===== src/rtl/ara_runtime_monitor.sv =====
// Vector-runtime and event profiler for Ara: counts cycles and event strobes while vector work
// is in flight, and snapshots every counter into readable buffers whenever Ara settles idle.
module ara_runtime_monitor #(
    parameter int unsigned NrEvents       = 3,
    parameter int unsigned CntWidth       = 64,
    parameter int unsigned IdleHoldCycles = 0,
    parameter bit          Saturate       = 1'b1
) (
    input  logic                             clk_i,
    input  logic                             rst_ni,
    input  logic                             sw_en_i,
    input  logic                             clear_i,
    input  logic                             vreq_valid_i,
    input  logic                             ara_idle_i,
    input  logic [NrEvents-1:0]              event_i,
    input  logic [$clog2(NrEvents+1)-1:0]    rd_idx_i,
    output logic [CntWidth-1:0]              rd_data_o,
    output logic                             done_o,
    output logic                             running_o,
    output logic [NrEvents:0]                overflow_o
);

    localparam int unsigned IdxWidth  = $clog2(NrEvents + 1);
    localparam int unsigned IdleWidth = (IdleHoldCycles > 0) ? $clog2(IdleHoldCycles + 1) : 1;
    localparam logic [IdxWidth-1:0]  MaxIdx  = IdxWidth'(NrEvents);
    localparam logic [IdleWidth-1:0] HoldVal = IdleWidth'(IdleHoldCycles);

    typedef enum logic {
        IDLE = 1'b0,
        RUN  = 1'b1
    } state_e;

    state_e                state_q, state_d;
    logic [CntWidth-1:0]   cnt_q [NrEvents+1];
    logic [CntWidth-1:0]   cnt_d [NrEvents+1];
    logic [CntWidth-1:0]   buf_q [NrEvents+1];
    logic [CntWidth-1:0]   buf_d [NrEvents+1];
    logic [NrEvents:0]     ovf_q, ovf_d;
    logic                  pending_q, pending_d;
    logic [IdleWidth-1:0]  idle_cnt_q, idle_cnt_d;
    logic                  done_q, done_d;

    logic                  run;
    logic                  quiet;
    logic                  capture;
    logic [NrEvents:0]     inc;

    assign run     = (state_q == RUN);
    assign quiet   = ara_idle_i & ~vreq_valid_i;
    assign capture = pending_q & quiet & (idle_cnt_q >= HoldVal);
    // Slot 0 is the runtime counter; slot k follows event channel k-1.
    assign inc     = {event_i & {NrEvents{run}}, run};

    // NOTE: every signal written here gets a default first, so no path can infer a latch.
    always_comb begin
        state_d    = state_q;
        cnt_d      = cnt_q;
        buf_d      = buf_q;
        ovf_d      = ovf_q;
        pending_d  = pending_q;
        idle_cnt_d = idle_cnt_q;
        done_d     = 1'b0;

        if (clear_i) begin
            state_d    = IDLE;
            ovf_d      = '0;
            pending_d  = 1'b0;
            idle_cnt_d = '0;
            for (int i = 0; i <= NrEvents; i++) begin
                cnt_d[i] = '0;
                buf_d[i] = '0;
            end
        end else begin
            unique case (state_q)
                IDLE:    if (vreq_valid_i && sw_en_i) state_d = RUN;
                RUN:     if (!sw_en_i && ara_idle_i) state_d = IDLE;
                default: state_d = IDLE;
            endcase

            for (int i = 0; i <= NrEvents; i++) begin
                if (inc[i]) begin
                    if (cnt_q[i] == '1) begin
                        ovf_d[i] = 1'b1;
                        cnt_d[i] = Saturate ? cnt_q[i] : '0;
                    end else begin
                        cnt_d[i] = cnt_q[i] + CntWidth'(1);
                    end
                end
            end

            if (quiet) begin
                if (idle_cnt_q < HoldVal) idle_cnt_d = idle_cnt_q + IdleWidth'(1);
            end else begin
                idle_cnt_d = '0;
            end

            // Snapshots take the pre-increment values; live counters keep accumulating.
            if (vreq_valid_i) begin
                pending_d = 1'b1;
            end else if (capture) begin
                pending_d = 1'b0;
                buf_d     = cnt_q;
                done_d    = 1'b1;
            end
        end
    end

    // NOTE: state uses non-blocking assignments so every flop samples pre-edge values.
    // NOTE: the buffers are plain registers that software reads after reset, so they are reset too.
    always_ff @(posedge clk_i or negedge rst_ni) begin
        if (!rst_ni) begin
            state_q    <= IDLE;
            ovf_q      <= '0;
            pending_q  <= 1'b0;
            idle_cnt_q <= '0;
            done_q     <= 1'b0;
            for (int i = 0; i <= NrEvents; i++) begin
                cnt_q[i] <= '0;
                buf_q[i] <= '0;
            end
        end else begin
            state_q    <= state_d;
            ovf_q      <= ovf_d;
            pending_q  <= pending_d;
            idle_cnt_q <= idle_cnt_d;
            done_q     <= done_d;
            for (int i = 0; i <= NrEvents; i++) begin
                cnt_q[i] <= cnt_d[i];
                buf_q[i] <= buf_d[i];
            end
        end
    end

    always_comb begin
        rd_data_o = '0;
        if (rd_idx_i <= MaxIdx) rd_data_o = buf_q[rd_idx_i];
    end

    assign done_o     = done_q;
    assign running_o  = run;
    assign overflow_o = ovf_q;

endmodule


===== config.mk =====
export PLATFORM = sky130hd
export DESIGN_NAME = ara_runtime_monitor
export DESIGN_NICKNAME = d
export VERILOG_FILES = /design/src/rtl/ara_runtime_monitor.sv
export SDC_FILE = /design/constraint.sdc
export NUM_CORES = 1
export LEC_CHECK = 0
export CORE_MARGIN = 10
export CORE_UTILIZATION = 62
export DETAILED_ROUTE_END_ITERATION = 12
export PLACE_DENSITY_LB_ADDON = 0.15
export SLEW_MARGIN = 25
export SYNTH_ARGS = -nofsm -noshare
export SYNTH_HDL_FRONTEND = slang
export SYNTH_SLANG_ARGS = --single-unit

===== constraint.sdc =====
create_clock -name clk_i -period 3.7 [get_ports clk_i]
set_clock_uncertainty 0.1 [all_clocks]
set_input_delay 0.74 -clock clk_i [delete_from_list [all_inputs] [get_ports clk_i]]
set_output_delay 0.74 -clock clk_i [all_outputs]
set_load 0.05 [all_outputs]

==> metrics.md <==
| Metric | Value |
|---|---|
| Total power | 11.7 mW |
| Share of cells above drive strength 1 | 13.0% |
| Unrepaired setup endpoints after global routing | no |
| Number of synthesized flops with an enable pin | 0 |
| Core box area | 40700 um2 |
| Hold depth | 1 |
| Worst-margin pin slew | just under 0.9 ns |
| Fin util | 70.5% |
| Post-Route WL | 76600 um |
| First drt pass iteration count | 5 |
| Fill cells | between 3000 and 4000 |
| Sink Count | between 500 and 600 |
| Hold WC Path Type | reg -> reg |
| Worst r2r src | cnt_q[64] |
| Post-DRT Antenna Nets | 0 |
| Largest net degree at the start of global routing | roughly 120 |
| Gpl congestion | 0.952 |
| Synthesis-to-layout area growth | 12.8% |
| Initial Util | 62.5% |
| Area share of xor/xnor cells in the synthesized design | 2.41% |
| Mux cell area share after synthesis | 7.37% |
| Die width | approximately 220 um |
| CP Capture Point | cnt_q[87] |
| FF+latch area | roughly 13000 um2 |
| GRT overflow | 0 |
| Post-synth ARST share | 100% |
| Area of the multi-input gates | 11800 um2 |
| Rows | 74 |
| Leak pwr | 11.8 nW |
| Die Ht | 223 um |
| Die area | 49600 um2 |
| Setup ws final | 0.397 ns |
| Post-DP HPWL | around 54000 um |
| Mapped Nets | 2419 |
| # H-tree levels | 2 |
| Fin crit share | between 80% and 90% |
| R2R Setup Slk | 0.40 ns |
| Synthesized area | approximately 25000 um2 |
| Initial antenna violation count | 0 |
| All-Layer GR Usage | 30.5% |
| Clock slew at reported path FFs | ~0.060 ns |
| CP endpoint kind | register |
| Yosys warnings | 0 |
| Synth Area per Inst | 10.6 um2 |
| CP required | ~4 ns |
| Pwr Density | between 400 and 500 nW/um2 |
| Synth Instances | 2404 |
| Place WS | 0.424 ns |
| Max VDD drop | around 0.37 mV |
| Number of buffers added for setup after CTS | 0 |
| Main area contributors after synthesis | dfrtp_1 (51%), a22o_1 (8.8%), mux4_2 (5.7%) |
| Nets | 2464 |
| Max Freq | 0.303 GHz |
| Clk_lat worst skew | 0.60 ns |
| Vias | 21000 |
| DR WL/cell | 25.3 um |
| Final setup TNS | 0 ns |
| First-pass GRT wire length | 120000 um |
| # Max-Cap Violations | 0 |
| Post-layout min period | 3.30 ns |
| Simple-gate share of the synthesized area | 20.3% |
| Final slew viol count | 0 |
| Hold Buf Count CTS | 1 |
| Most used DFF post-synth | dfrtp_1 |
| Number of I/O port buffers | 80 |
| Worst EP arrival | 3.68 ns |
| Yosys top cell area share | 51.0% |
| Via/cell ratio | 6.96 |
| Final setup vio count | 0 |
| Origin of the worst setup path | cnt_q[64] |
| Vias in the first global route | ~20000 |
| Adder-cell share of the synthesized area | less than 1% |
| CTS tree | built |
| R2R depth | 8 |
| Status | complete, no violations |
| DR iter-0 viols | 2606 |
| Root Buffer | clkbuf_16 |
| Resized cells post-CTS | 0 |
| Register bit count reported by yosys | 519 |
| Ports | 81 |
| Final hold vios | 0 |
| Biggest area consumer among synthesized cells | dfrtp_1 |
| DRC Markers | 0 |
| CP startpoint kind | register |
| R2r endpoint | cnt_q[87] |
| CP Class | reg -> reg |
| Num CTS Buffers | 54 |
| Seq/Total Area, Yosys | 51.0% |
| Longest Clk Path Bufs | 3 |
| CP Max Fanout | 52 |
| Compound-Gate Fraction of Synth Area | ~16% |
| Distinct cells, synth | 56 |
| Main combinational cell family by area after synthesis | simple AND/OR/NAND/NOR gates |
| Slew HR | 41.9% |
-- area by class of cell --
type / instances / area share, %
multi-input combinational: 1707 / 41.2
clock inverter: 14 / 0.619
inverter: 25 / 0.327
tap: 532 / 2.32
antenna: 1 / 0.00871
clock buffer: 85 / 5.74
timing repair buffer: 142 / 4.59
sequential: 519 / 45.2
-- critical path, stage by stage, from the launching register on --
cell and delay (ns):
dfrtp_1 0.40, ha_1 0.29, nand2_1 0.08, nor4_1 0.61, or4b_2 0.69, o21ai_4 0.16, buf_4 0.42, nor4_1 0.13
mux2_2 0.29
-- cell families after synthesis --
kind of cell / Yosys count
multiplexers: 103
buffers and inverters: 178
adder cells (fa/ha/maj): 4
AO/OA/AOI/OAI: 578
flip-flops: 519
AND/OR/NAND/NOR: 952
XOR/XNOR: 70
-- layer usage --
layer  wire length, um  GRT usage, %  vias to the layer above
met2             34900          45.6                      943
met1             33100          44.2                    10600
met5                 0             0                        -
li1                  -             -                     9305
met4              2580          11.1                        0
met3              6070          5.08                      155
-- flip-flops by register name, indices dropped and copies added (netlist names) --
name	cells
running_o	1
done_o	1
cnt_q	256
overflow_o	4
pending_q	1
buf_q	256
-- per-stage QoR --
stage	area, um2	hold slack, ns	cells
finish	28700	0.395	3025
global route	28700	0.406	3024
CTS	28700	0.398	3024
detailed placement	26900	0.380	2924
global placement	26900	0.377	2924
floorplan	25500	0.344	2404
-- worst min path at each step --
stage / from / endpoint
after floorplan: rst_ni / buf_q[0]
after detailed placement: buf_q[154] / buf_q[154]
final: buf_q[35] / buf_q[35]
after CTS: buf_q[35] / buf_q[35]
after global routing: buf_q[3] / buf_q[3]
after global placement: buf_q[29] / buf_q[29]
-- report_power, final --
group	internal [mW]	switching [mW]	leakage, nW
registers	5.68	0.0106	7.25
clock network	3.32	2.27	0.906
logic	0.0985	0.329	3.63
-- cell usage in the layout, fill, tap and decap left out, types with 4 or more instances in the layout --
master	instances
mux4_2	64
o21ai_0	104
a21oi_1	136
nand4_1	105
clkdlybuf4s50_1	25
o31ai_1	40
or3_1	97
and4_1	31
o2111ai_1	5
or4_1	57
buf_4	99
nor2b_1	39
o31a_1	4
xor2_1	46
clkbuf_8	16
nor3_1	44
mux2_2	35
clkbuf_1	14
inv_1	25
xnor2_1	24
dfrtp_1	519
clkinv_2	8
nor4_1	62
or2_2	9
a21o_1	4
ha_1	4
o211ai_1	5
clkbuf_16	55
nand2b_1	7
nand3_1	120
buf_12	14
mux2i_1	4
nor2_1	188
nand2_1	128
or4b_2	4
and3_1	26
a22o_1	256
bufinv_16	4
nand4b_1	6
and2_1	18
-- cell usage after synthesis (35+ instances only) --
cell / instances
xor2_1: 46
nand2_1: 128
nand4_1: 105
or4_1: 57
dfrtp_1: 519
nor4_1: 62
o31ai_1: 40
nor2_1: 189
nor3_1: 45
o21ai_0: 104
nand3_1: 120
mux2_2: 35
a22o_1: 256
mux4_2: 64
a21oi_1: 136
clkbuf_1: 136
or3_1: 97
nor2b_1: 39
Power figures use the tool's default switching activity.
